`config.mk`:
```
export PLATFORM = sky130hd
export DESIGN_NAME = piso_serializer_flat
export DESIGN_NICKNAME = d
export VERILOG_FILES = /design/src/rtl/piso_serializer_if.sv /design/src/rtl/piso_serializer.sv /design/src/flat_wrapper.sv
export SDC_FILE = /design/constraint.sdc
export NUM_CORES = 1
export LEC_CHECK = 0
export BUFFER_PORTS_ARGS = -buffer_cell sky130_fd_sc_hd__buf_4
export CORE_MARGIN = 10
export CORE_UTILIZATION = 54
export DETAILED_ROUTE_END_ITERATION = 8
export PLACE_DENSITY = 0.85
export SETUP_SLACK_MARGIN = 0.05
export SLEW_MARGIN = 20
export SYNTH_ARGS = -nofsm -noshare
export SYNTH_HDL_FRONTEND = slang
export SYNTH_SLANG_ARGS = --single-unit
```
`constraint.sdc`:
```
create_clock -name Clk -period 2.4 [get_ports Clk]
set_input_delay 0 -clock Clk [delete_from_list [all_inputs] [get_ports Clk]]
set_output_delay 0 -clock Clk [all_outputs]
set_load 0.1 [all_outputs]
```
`src/rtl/piso_serializer_if.sv`:
```
// Load and serial-out handshake bundle for piso_serializer.
// The master side feeds words and drives Sout_Ready; the slave side is the serializer.
interface piso_serializer_if #(
    parameter int unsigned WIDTH = 8
);
    logic [WIDTH-1:0] Din;
    logic             Load_Valid;
    logic             Load_Ready;
    logic             Sout;
    logic             Sout_Valid;
    logic             Sout_Ready;
    logic             Sout_First;
    logic             Sout_Last;
    logic             Busy;
    logic             Done;

    modport master (
        output Din, Load_Valid, Sout_Ready,
        input  Load_Ready, Sout, Sout_Valid, Sout_First, Sout_Last, Busy, Done
    );

    modport slave (
        input  Din, Load_Valid, Sout_Ready,
        output Load_Ready, Sout, Sout_Valid, Sout_First, Sout_Last, Busy, Done
    );
endinterface

```
`src/rtl/piso_serializer.sv`:
```
// Parallel-in serial-out transmitter with load and serial valid/ready handshakes,
// first/last framing markers and a one-cycle completion pulse.
module piso_serializer #(
    parameter int unsigned WIDTH     = 8,
    parameter int unsigned MSB_FIRST = 0
) (
    input  logic              Clk,
    input  logic              Reset,
    piso_serializer_if.slave  bus
);
    localparam int unsigned    CW   = $clog2(WIDTH);
    localparam logic [CW-1:0]  LAST = CW'(WIDTH - 1);

    localparam logic [0:0] IDLE  = 1'b0;
    localparam logic [0:0] SHIFT = 1'b1;

    logic [0:0]       state, state_nxt;
    logic [WIDTH-1:0] shreg, shreg_nxt;
    logic [CW-1:0]    cnt, cnt_nxt;
    logic             done_r, done_nxt;
    logic             busy;
    logic             out_bit;

    // State and datapath registers
    always_ff @(posedge Clk or posedge Reset) begin
        if (Reset) begin
            state  <= IDLE;
            shreg  <= '0;
            cnt    <= '0;
            done_r <= 1'b0;
        end else begin
            state  <= state_nxt;
            shreg  <= shreg_nxt;
            cnt    <= cnt_nxt;
            done_r <= done_nxt;
        end
    end

    // Next-state: load in IDLE, shift on each accepted bit, return after the last one
    always_comb begin
        state_nxt = state;
        shreg_nxt = shreg;
        cnt_nxt   = cnt;
        done_nxt  = 1'b0;
        case (state)
            IDLE: begin
                if (bus.Load_Valid) begin
                    shreg_nxt = bus.Din;
                    cnt_nxt   = '0;
                    state_nxt = SHIFT;
                end
            end
            SHIFT: begin
                if (bus.Sout_Ready) begin
                    if (cnt == LAST) begin
                        state_nxt = IDLE;
                        cnt_nxt   = '0;
                        done_nxt  = 1'b1;
                    end else begin
                        shreg_nxt = (MSB_FIRST != 0) ? {shreg[WIDTH-2:0], 1'b0}
                                                     : {1'b0, shreg[WIDTH-1:1]};
                        cnt_nxt   = cnt + CW'(1);
                    end
                end
            end
        endcase
    end

    assign busy    = (state == SHIFT);
    assign out_bit = (MSB_FIRST != 0) ? shreg[WIDTH-1] : shreg[0];

    // Handshake and framing outputs decoded straight from the registers
    assign bus.Load_Ready = (state == IDLE);
    assign bus.Busy       = busy;
    assign bus.Sout_Valid = busy;
    assign bus.Sout       = busy & out_bit;
    assign bus.Sout_First = busy & (cnt == '0);
    assign bus.Sout_Last  = busy & (cnt == LAST);
    assign bus.Done       = done_r;
endmodule
```
`src/flat_wrapper.sv`:
```
// flat-port wrapper written by rule: the top's interface ports become plain ports
module piso_serializer_flat 
#(
    parameter int unsigned WIDTH     = 8,
    parameter int unsigned MSB_FIRST = 0
)
  (Clk, Reset, bus_Din, bus_Load_Valid, bus_Sout_Ready, bus_Load_Ready, bus_Sout, bus_Sout_Valid, bus_Sout_First, bus_Sout_Last, bus_Busy, bus_Done);
  piso_serializer_if #(.WIDTH(WIDTH)) bus_i ();
  input  logic Clk;
  input  logic Reset;
  input wire logic [$bits(bus_i.Din)-1:0] bus_Din;
  input wire logic [$bits(bus_i.Load_Valid)-1:0] bus_Load_Valid;
  input wire logic [$bits(bus_i.Sout_Ready)-1:0] bus_Sout_Ready;
  output wire logic [$bits(bus_i.Load_Ready)-1:0] bus_Load_Ready;
  output wire logic [$bits(bus_i.Sout)-1:0] bus_Sout;
  output wire logic [$bits(bus_i.Sout_Valid)-1:0] bus_Sout_Valid;
  output wire logic [$bits(bus_i.Sout_First)-1:0] bus_Sout_First;
  output wire logic [$bits(bus_i.Sout_Last)-1:0] bus_Sout_Last;
  output wire logic [$bits(bus_i.Busy)-1:0] bus_Busy;
  output wire logic [$bits(bus_i.Done)-1:0] bus_Done;
  assign bus_i.Din = bus_Din;
  assign bus_i.Load_Valid = bus_Load_Valid;
  assign bus_i.Sout_Ready = bus_Sout_Ready;
  assign bus_Load_Ready = bus_i.Load_Ready;
  assign bus_Sout = bus_i.Sout;
  assign bus_Sout_Valid = bus_i.Sout_Valid;
  assign bus_Sout_First = bus_i.Sout_First;
  assign bus_Sout_Last = bus_i.Sout_Last;
  assign bus_Busy = bus_i.Busy;
  assign bus_Done = bus_i.Done;
  piso_serializer #(.WIDTH(WIDTH), .MSB_FIRST(MSB_FIRST)) u_core (.Clk(Clk), .Reset(Reset), .bus(bus_i));
endmodule
```
* Word-level counts from Yosys, hierarchy flattened
Index checks and enable logic that the tools add are counted.
** Word-level totals
- Bits in registers :: 13
- Input bits :: 12
- Output and inout port bits :: 7
- Word-level logic and storage cells :: 31
** Cells by class
- Add/sub/neg operators :: 1
- Eq/ne operators :: 4
- Multiplexer cells :: 15
- Bitwise logic cells :: 4
- Reductions and logical operators :: 3
** Operators by type and width (number)
- $mux 8 :: 3
- $pmux 8 s2 :: 1
- $mux 3 :: 3
- $mux 1 :: 6
- $ne 2x2->1 const B :: 3
- $pmux 3 s2 :: 1
- $add 3x1->3 const B :: 1
- $and 1x1->1 :: 3
- $eq 3x3->1 const B :: 1
- $logic_not 3->1 :: 1
- $reduce_and 3->1 :: 1
- $pmux 1 s2 :: 1
- $reduce_and 2->1 :: 1
- $not 1->1 :: 1

* Depth between registers and ports, before layout
Gate-level depths: netlist (run 1).
- Depth in word-level cells :: 4
- Mapped depth :: 4
- Mapped depth without buffers :: 4

* Least setup slack after synthesis (run 1)
OpenSTA, ideal clock, no wires.
- Path type :: register to output
- From :: register u_core.state (netlist: u_core.bus.Busy)
- To :: output bus_Sout_First
- Data arrival time :: 4068 ps
- Data required time :: 2400 ps
- Setup slack :: -1668 ps
- Stages on the path, launching flop included :: 4
- Path through :: dfrtp_1 -> buf_2 -> inv_1 -> nor3b_1
** Between the ends
- Longest elaborated chain between the ends :: 1
** RTL lines
- start, declared :: line piso_serializer.sv:17 : logic [0:0] state, state_nxt;
- start signal, assigned :: line piso_serializer.sv:32 : state <= state_nxt;
- $and 1x1->1 :: line piso_serializer.sv:77 : assign bus.Sout_First = busy & (cnt == '0);
- end, declared :: line flat_wrapper.sv:17 : output wire logic [$bits(bus_i.Sout_First)-1:0] bus_Sout_First;
Every way passes these cells.

* Worst setup path in the final report (run 1)
- From :: register u_core.cnt[0]
- To :: output bus_Sout_Last
** Between the ends
- Longest elaborated chain between the ends :: 2
** RTL lines
- start, declared :: line piso_serializer.sv:19 : logic [CW-1:0] cnt, cnt_nxt;
- start signal, assigned :: line piso_serializer.sv:34 : cnt <= cnt_nxt;
- $eq 3x3->1 :: line piso_serializer.sv:78 : assign bus.Sout_Last = busy & (cnt == LAST);
- $and 1x1->1 :: line piso_serializer.sv:78
- end, declared :: line flat_wrapper.sv:18 : output wire logic [$bits(bus_i.Sout_Last)-1:0] bus_Sout_Last;
Every way passes these cells.

==> out/results.txt, run 1 <==
run status = complete, no violations
main combinational cell family by area after synthesis = simple AND/OR/NAND/NOR gates
Synth Cell Area = 768 sq um
total CTS buffers = 3
Post-CTS Hold Buffers = 1
DR WL/cell = 16.0 um
layout cells sized above 1 = 30.3%
Fin Setup TNS = 0 ns
Synth Area in Simple Gates = 27.2%
Pins Over Slew Limit = 0
adder-cell area share of the yosys netlist = 6.51%
peak per-stage delay on the critical path = 0.37 ns
compound-cell area share of the yosys netlist = 11.6%
max frequency = 612 MHz
register area share after synthesis = 42.3%
max_cap viols = 0
clk buf depth = 2
PnR Total Power = 1.14 mW
commonest non-fill, non-tap cell in the layout = buf_4
min-delay src = bus_Load_Valid
gr usage total = 10.8%
Synth Warn # = 0
first-pass GRT wire length = 2990 um
CP max stage cell = dfrtp_1
clk_lat worst skew = 0.27 ns
I/O Buffers = 18
core area = 1320 sq um
initial antenna violation count = 0
Max Clock Skew = 0.00711 ns
post-layout min period = 1.63 ns
I/O pin count = 19
hpwl dp = 1210 um
Initial Util = 58.3%
drt first pass iters = 4
CP required = 2.40 ns
Worst setup SP type = flop
Pwr Density = 1210 nW/um^2
Max-Slew Margin vs Limit = 66.4%
H-Tree Depth = 1
n_diodes = 0
Via Count = 589
clk slew on worst S/H paths = 0.08 ns
Area growth syn-to-layout = 23.3%
Worst Tran Pin Value = 0.504 ns
synth unique cells = 22
FF-to-FF path depth = 4
Reg-to-Reg Start = u_core.cnt[0]
Hold WC Path Type = in2reg
r2r endpoint = u_core.shreg[1]
# resized after CTS = 0
Die H = 57.7 um
xor and xnor area share after synthesis = 0%
Setup Viol. Count Final = 0
# fillers = 92
Top cell by count, worst path = ha_1
Critical Path AT = 1.63 ns
crit-path max FO = 10
reg-to-reg setup timing slack = 0.84 ns
Die W = 57.7 um
# DRC = 0
ANT nets after route = 0
CTS Sinks = 13
final hold vios = 0
Post-Syn Nets = 88
Worst Setup SP = u_core.cnt[0]
most frequent cells in the layout = buf_4 (18), dfrtp_1 (12), inv_1 (10)
worst hold path depth = 3
area taken by flip-flops and latches = 329 sq um
Gate Count Post-Synth = 72
DIE AREA = 3330 sq um
Via density = 5.66
hold slack = 0.0675 ns
worst-path cell chain = ha_1, ha_1, and2_1, buf_4
vias in the first global route = 635
clock root cell = clkbuf_4
RSZ-0062 raised after global routing = false
Syn Area/Cell = 10.7 sq um
fin util = 71.9%
CP Capture Type = primary output
leakage power = 0.461 nW
Setup CP Type = reg2out
fin crit share = 68.1%
DR iter-0 viols = 10
Peak VDD IR = 0.000594 V
multi-input logic area = 383 sq um
Final GP Congestion = 0.760
CTS tree = yes
WHS Endpoint = u_core.bus.Busy
total grt overflow = 0
row count = 13
final WL = 1660 um
post-CTS setup buffers = 0
post-synthesis mux area share = 2.77%
pin count of the biggest net entering global routing = 27
Final nets = 106
Seq cells post-synth = 13
worst max-delay path, delay by kind of cell (launching register included):
kind | cells | cell delay (ns)
adder cells (fa/ha/maj) | 2 | 0.53
flip-flops | 1 | 0.37
AND/OR/NAND/NOR | 1 | 0.18
buffers and inverters | 1 | 0.28
per-stage QoR:
stage | worst slack [ns] | instance area, sq um | std cells
final | 0.766 | 947 | 104
after global routing | 0.606 | 947 | 104
after CTS | 0.748 | 947 | 104
after detailed placement | 0.833 | 911 | 99
after global placement | 0.889 | 911 | 99
after floorplan | 0.0839 | 792 | 72
where the power goes:
part | switching, mW | internal (mW) | total (mW)
clock network | 0.0719 | 0.0644 | 0.136
logic | 0.414 | 0.201 | 0.615
registers | 0.0828 | 0.307 | 0.390
cell usage after synthesis (all sizes together):
library cell | instances | area, sq um
buf | 4 | 25.0
nor2 | 3 | 11.3
nor3b | 8 | 60.1
mux2i | 1 | 10.0
ha | 4 | 50.1
and3 | 1 | 6.26
nand3b | 1 | 20.0
nor4bb | 7 | 70.1
a31o | 1 | 8.76
o2bb2ai | 1 | 8.76
nand2b | 1 | 6.26
or4bb | 1 | 11.3
inv | 11 | 41.3
dfrtp | 13 | 325
o21ai | 2 | 10.0
and2 | 1 | 6.26
clkbuf | 2 | 7.51
nand4b | 1 | 8.76
and3b | 1 | 8.76
mux2 | 1 | 11.3
a311oi | 7 | 61.3
area by class of cell:
| type | count | share of cell area, % |
|---|---|---|
| timing repair buffer | 19 | 15.3 |
| inverter | 11 | 4.76 |
| tap | 15 | 1.98 |
| multi-input combinational | 42 | 40.4 |
| clock buffer | 4 | 2.77 |
| sequential | 13 | 34.7 |
routing by layer:
metal / GRT usage, % / up-vias / share of wire, %
li1: - / 299 / -
met1: 15.1 / 277 / 47
met2: 15.2 / 13 / 47
met3: 3.70 / 0 / 5.6
met4: 3.02 / 0 / 0
met5: 0 / - / 0
cells by family (layout without fill, tap and decap cells):
group / count (synthesis) / count (layout)
and+or+nand+nor: 25 / 25
buffers and inverters: 17 / 34
DFF: 13 / 13
AOI/OAI and AO/OA: 11 / 11
adders and majority gates: 4 / 4
muxes: 2 / 2
state kept, by name (all words and copies together), names as in the netlist:
| signal | cells |
|---|---|
| u_core.shreg | 8 |
| u_core.cnt | 3 |
| u_core.bus.Busy | 1 |
| u_core.bus.Done | 1 |
how the worst max path moves through the flow:
stage,depth (start not counted),end,slack (ns)
finish,4,bus_Sout_Last,0.77
global route,4,bus_Sout_Last,0.61
CTS,4,bus_Sout_Last,0.75
detailed placement,4,u_core.shreg[1],0.83
global placement,4,u_core.shreg[4],0.89
floorplan,3,bus_Sout_First,0.08
Power figures use the tool's default switching activity.
==> run 2: changes to the inputs <==
CORE_UTILIZATION = 45   (was 54)
PLACE_DENSITY = 0.76   (was 0.85)
clock period = 1.3 ns   (was 2.4 ns; I/O delays follow)
==> run 2 against run 1 <==
The flow now finishes with violations (negative setup slack); critical path type is now reg2reg; clock skew is 0.0060 ns lower; utilization is 6.7 points higher; worst hold slack worse by 0.016 ns.
==> out/results.txt, run 2 (synthesis results as in run 1) <==
CTS tree = yes
Final GP Congestion = 0.747
FF-to-FF path depth = 5
hpwl dp = 1310 um
CP Capture Type = flop
Via Count = 658
combinational power share = 64.5%
ANT nets after route = 0
r2r endpoint = u_core.shreg[1]
final WL = 2180 um
clock root cell = clkbuf_4
DR WL/cell = 19.2 um
clk slew on worst S/H paths = 0.08 ns
failing checks = negative setup slack
Reg-to-Reg Start = u_core.cnt[0]
P_int = 1.47 mW
Hold WC Path Type = in2reg
DR iter-0 viols = 6
Die W = 61.3 um
I/O pin count = 19
min-delay src = bus_Din[1]
H-Tree Depth = 1
commonest non-fill, non-tap cell in the layout = buf_4
CTS Sinks = 13
run status = finished with violations
# fillers = 96
layout cells sized above 1 = 54.6%
peak per-stage delay on the critical path = 0.43 ns
core area = 1560 sq um
n_diodes = 0
Area growth syn-to-layout = 59.4%
Via density = 5.82
max_cap viols = 0
gr usage total = 13.1%
total grt overflow = 0
clk buf depth = 2
Clk pwr share = 9.1%
fin util = 78.6%
initial antenna violation count = 0
total CTS buffers = 3
sequential share of power = 26.4%
pin count of the biggest net entering global routing = 16
CP required = 1.44 ns
WHS Endpoint = u_core.shreg[1]
max frequency = 697 MHz
Initial Util = 49.3%
worst-path cell chain = ha_4, ha_4, buf_6, nor4bb_4, a311oi_2
Max Clock Skew = 0.00115 ns
hold slack = 0.0519 ns
final instance area = 1220 sq um
vias in the first global route = 706
I/O Buffers = 18
crit-path max FO = 8
post-layout min period = 1.43 ns
Final nets = 114
Pwr Density = 2280 nW/um^2
Worst Tran Pin Value = 0.508 ns
first-pass GRT wire length = 3620 um
final setup margin = -0.135 ns
clk_lat worst skew = 0.27 ns
Peak VDD IR = 0.00144 V
Sw Share = 47.2%
net load switching power = 1.32 mW
Pins Over Slew Limit = 0
Fin Setup TNS = -1.28 ns
drt first pass iters = 3
Setup Viol. Count Final = 11
Max-Slew Margin vs Limit = 66.1%
Area after DPL = 978 sq um
final hold vios = 0
max FFs per register = 8
leakage power = 0.540 nW
Setup CP Type = reg2reg
RSZ-0062 raised after global routing = true
register with the most flip-flops = u_core.shreg
Critical Path AT = 1.58 ns
fin crit share = 110%
Die H = 61.3 um
# DRC = 0
row count = 14
Worst setup SP type = flop
CP max stage cell = dfrtp_1
Top cell by count, worst path = ha_4
biggest regs = u_core.shreg x8, u_core.cnt x3
reg-to-reg setup timing slack = -0.13 ns
most frequent cells in the layout = buf_4 (19), dfrtp_1 (12), inv_1 (9)
worst hold path depth = 3
DIE AREA = 3760 sq um
## run 2: cell count changes in the layout (fill, tap and decap cells not counted), moves of 2 or more
cell	previous run	this run
buf_6	0	4
o21ai_1	0	2
nor4bb_4	0	3
o21ai_0	2	0
nor4bb_2	0	3
nor4bb_1	7	1
a311oi_1	7	1
ha_4	0	4
a311oi_2	0	6
ha_1	4	0
buf_12	0	3
## run 2: what timing repair did
| action | in CTS | in global routing |
|---|---|---|
| resized for setup | 27 | 10 |
| endpoints found under the setup margin | 13 | 14 |
| pin swaps | 12 | 5 |
| hold endpoints to repair | 13 | 0 |
| hold buffers | 1 | 0 |
| buffers inserted | 2 | 1 |
## run 2: worst max-delay path by stage
| stage | from | cells after the start | to | slack [ns] |
|---|---|---|---|---|
| 3_5_place_dp | u_core.cnt[0] | 4 | u_core.shreg[4] | -0.11 |
| 4_1_cts | u_core.cnt[0] | 5 | bus_Sout_First | -0.13 |
| 6_report | u_core.cnt[0] | 5 | u_core.shreg[1] | -0.13 |
| 3_3_place_gp | u_core.cnt[0] | 4 | u_core.shreg[4] | -0.07 |
| 2_1_floorplan | u_core.bus.Busy | 3 | bus_Sout_First | -0.97 |
| 5_1_grt | u_core.cnt[0] | 5 | bus_Sout_First | -0.21 |
## run 2: per-layer routing
metal | vias to the layer above | share of wire (%) | track usage (%)
li1 | 311 | - | -
met1 | 323 | 45 | 16.9
met2 | 18 | 48 | 19.4
met3 | 6 | 5.6 | 4.32
met4 | 0 | 2.2 | 5.86
met5 | - | 0 | 0
## run 2: stage by stage
| step | total power, mW | setup slack, ns | cells |
|---|---|---|---|
| 6_report | 2.79 | -0.135 | 113 |
| 5_1_grt | 2.94 | -0.211 | 113 |
| 4_1_cts | 2.63 | -0.131 | 112 |
| 3_5_place_dp | 2.00 | -0.107 | 105 |
| 3_3_place_gp | 1.98 | -0.0711 | 105 |
| 2_1_floorplan | 1.70 | -0.971 | 72 |
## run 2: power groups by stage
| stage | clock (mW) | sequential [mW] | combinational, mW |
|---|---|---|---|
| floorplan | 0 | 0.754 | 0.941 |
| global placement | 0 | 0.691 | 1.29 |
| detailed placement | 0 | 0.698 | 1.30 |
| CTS | 0.267 | 0.719 | 1.64 |
| global route | 0.280 | 0.765 | 1.90 |
| finish | 0.255 | 0.736 | 1.80 |
## run 2: final cells by class
cell class,count,area [sq um],area share [%]
multi-input cells,42,542,44.2
flip-flops and latches,13,329,26.9
repair buffers,27,258,21.0
inverters,11,50.0,4.09
clock buffers,4,26.3,2.15
well taps,16,20.0,1.63
## run 2: critical path: cells and delay by family (launching register included)
kind / cells / cell delay (ns)
buf+inv: 1 / 0.14
compound gates: 1 / 0.07
simple gates: 1 / 0.27
flops: 1 / 0.43
fa+ha+maj: 2 / 0.40
==> run 3: changes to the inputs <==
ABC_AREA = 1   (was unset)
CORE_UTILIZATION = 44   (was 45)
==> run 3 against run 2 <==
The run still ends with negative setup slack left; cell area decreased by 8.1%; via count increased by 9.6%; combinational power increased by 9%; clock power about the same; largest power group unchanged; synthesized area decreased by 11%; critical path type is now reg2out; utilization decreased by 2.9 points; worst hold slack got worse by 0.028 ns; sequential share of layout area increased by 2.4 points; maximum frequency increased by 3.3%.
==> out/results.txt, run 3 <==
Critical Path AT = 1.39 ns
Post-Layout Cell Count = 140
Synth Area in Simple Gates = 36.7%
ranking of synthesized cells by area = dfrtp_1 (48%), nand2_1 (31%), ha_1 (7.3%)
Worst Tran Pin Value = 0.501 ns
register with the most flip-flops = u_core.shreg
Cells after DPL = 129
Setup CP Type = reg2out
hpwl dp = 1210 um
DR iter-0 viols = 15
n_diodes = 0
post-layout min period = 1.39 ns
row count = 14
Pins Over Slew Limit = 0
clk_lat worst skew = 0.28 ns
layout cells sized above 1 = 45.2%
CTS tree = yes
max frequency = 720 MHz
Final GP Congestion = 0.804
Die H = 59.4 um
main combinational cell family by area after synthesis = simple AND/OR/NAND/NOR gates
ANT nets after route = 0
Die W = 59.4 um
core area = 1490 sq um
RSZ-0062 raised after global routing = true
crit-path max FO = 3
Setup Viol. Count Final = 9
total CTS buffers = 3
drt first pass iters = 4
pin count of the biggest net entering global routing = 14
dpl ws = -0.0581 ns
count leader, synth = nand2_1
Synth Warn # = 0
Final nets = 141
clk slew on worst S/H paths = 0.09 ns
multi-input logic area = 432 sq um
register area share after synthesis = 47.5%
Area growth syn-to-layout = 64.5%
top_reg_cell synth = dfrtp_1
xor and xnor area share after synthesis = 0%
clk buf depth = 2
clock root cell = clkbuf_4
Seq cells post-synth = 13
Synth Cell Area = 684 sq um
DR WL/cell = 14.1 um
I/O Buffers = 18
Hold WC Path Type = in2reg
first-pass GRT wire length = 3110 um
adder-cell area share of the yosys netlist = 7.31%
total grt overflow = 0
biggest regs = u_core.shreg x8, u_core.cnt x3
fin crit share = 107%
synth unique cells = 12
initial antenna violation count = 0
number of synthesized flops with an enable pin = 0
DIE AREA = 3530 sq um
Peak VDD IR = 0.00233 V
leading area contributor after synthesis = dfrtp_1
commonest non-fill, non-tap cell in the layout = nand2_1
I/O pin count = 19
Via Count = 721
Pwr Density = 2580 nW/um^2
area taken by flip-flops and latches = 329 sq um
Gate Count Post-Synth = 94
# DRC = 0
final setup margin = -0.0885 ns
Initial Util = 46.0%
max_cap viols = 0
max FFs per register = 8
run status = finished with violations
Post-Syn Nets = 110
asr flop ratio synth = 100%
compound-cell area share of the yosys netlist = 2.74%
Syn Area/Cell = 7.28 sq um
most frequent cells in the layout = nand2_1 (44), buf_4 (19), dfrtp_1 (12)
Max-Slew Margin vs Limit = 66.6%
leakage power = 0.593 nW
failing checks = negative setup slack
final hold vios = 0
post-synthesis mux area share = 0%
vias in the first global route = 721
Worst setup SP type = flop
CTS Sinks = 13
most common library cells after synthesis = nand2_1 (57), dfrtp_1 (13), inv_1 (6), ha_1 (4), nor2_1 (4)
Via density = 5.15
final WL = 1970 um
CP required = 1.30 ns
Max Clock Skew = 0.00833 ns
gr usage total = 11.2%
share of the synthesized area in the top cell type = 47.5%
CP Capture Type = primary output
# fillers = 113
H-Tree Depth = 1
-- run 3: cell count changes in the layout (fill, tap and decap cells not counted), sizes merged, moves of 2 or more --
cell	before	now
nor4bb	7	0
inv	10	5
nand3	0	2
a311oi	7	0
nand2	0	59
nor3b	8	0
-- run 3: worst paths after layout --
path / from / endpoint / slack, ns / cells past startpoint
max: u_core.cnt[1] / bus_Sout_Last / -0.09 / 5
min: bus_Din[3] / u_core.shreg[3] / 0.02 / 5
max reg2reg: u_core.cnt[1] / u_core.shreg[5] / -0.06 / 7
min reg2reg: u_core.shreg[2] / u_core.shreg[2] / 0.48 / 2
max in group asynchronous: Reset / u_core.bus.Busy / 0.62 / 3
min in group asynchronous: Reset / u_core.cnt[1] / 0.30 / 3
-- run 3: timing repair --
| item | 4_1_cts | 5_1_grt |
|---|---|---|
| pin swaps | 2 | 6 |
| hold buffers | 2 | 0 |
| gates cloned | 0 | 0 |
| setup buffers | 4 | 1 |
| setup endpoints to repair | 13 | 15 |
| endpoints found under the hold margin | 15 | 0 |
| resized for setup | 21 | 21 |
-- run 3: worst max-delay path: stages, from the launching register on --
cell	delay (ns)
dfrtp_1	0.40
ha_2	0.21
ha_4	0.18
nand2_4	0.06
clkinvlp_4	0.08
buf_12	0.17
-- run 3: per-layer routing --
layer | wire, um | global-route usage (%) | vias to the layer above
li1 | - | - | 343
met1 | 730 | 12.1 | 339
met2 | 1050 | 19.5 | 31
met3 | 132 | 3.00 | 8
met4 | 51 | 5.57 | 0
met5 | 0 | 0 | -
-- run 3: logic make-up (layout without fill, tap and decap cells) --
family	after synthesis	after routing
AO/OA/AOI/OAI	3	3
adder cells (fa/ha/maj)	4	4
buffers and inverters	9	39
flip-flops	13	13
AND/OR/NAND/NOR	65	65
-- run 3: per-stage QoR --
step | area (sq um) | setup TNS (ns) | total power, mW | util (%) | hold slack, ns
after floorplan | 722 | -0.965 | 1.85 | - | -0.123
after global placement | 881 | -0.236 | 2.13 | 59.2 | 0.0510
after detailed placement | 881 | -0.419 | 2.16 | 59.2 | 0.0586
after CTS | 1050 | -0.301 | 2.71 | 70.3 | 0.00351
after global routing | 1130 | -1.05 | 3.10 | 75.6 | 0.0238
final | 1130 | -0.361 | 2.91 | 75.6 | 0.0238
-- run 3: final cells by class --
| cell class | count | area share, % |
|---|---|---|
| timing repair buffer | 28 | 24.6 |
| tap | 16 | 1.78 |
| sequential | 13 | 29.2 |
| inverter | 7 | 3.67 |
| clock inverter | 1 | 0.444 |
| clock buffer | 3 | 2.00 |
| multi-input combinational | 72 | 38.3 |
-- run 3: power breakdown --
| group | switching [mW] | internal [mW] |
|---|---|---|
| Clock | 0.138 | 0.114 |
| Sequential | 0.138 | 0.563 |
| Combinational | 1.25 | 0.705 |
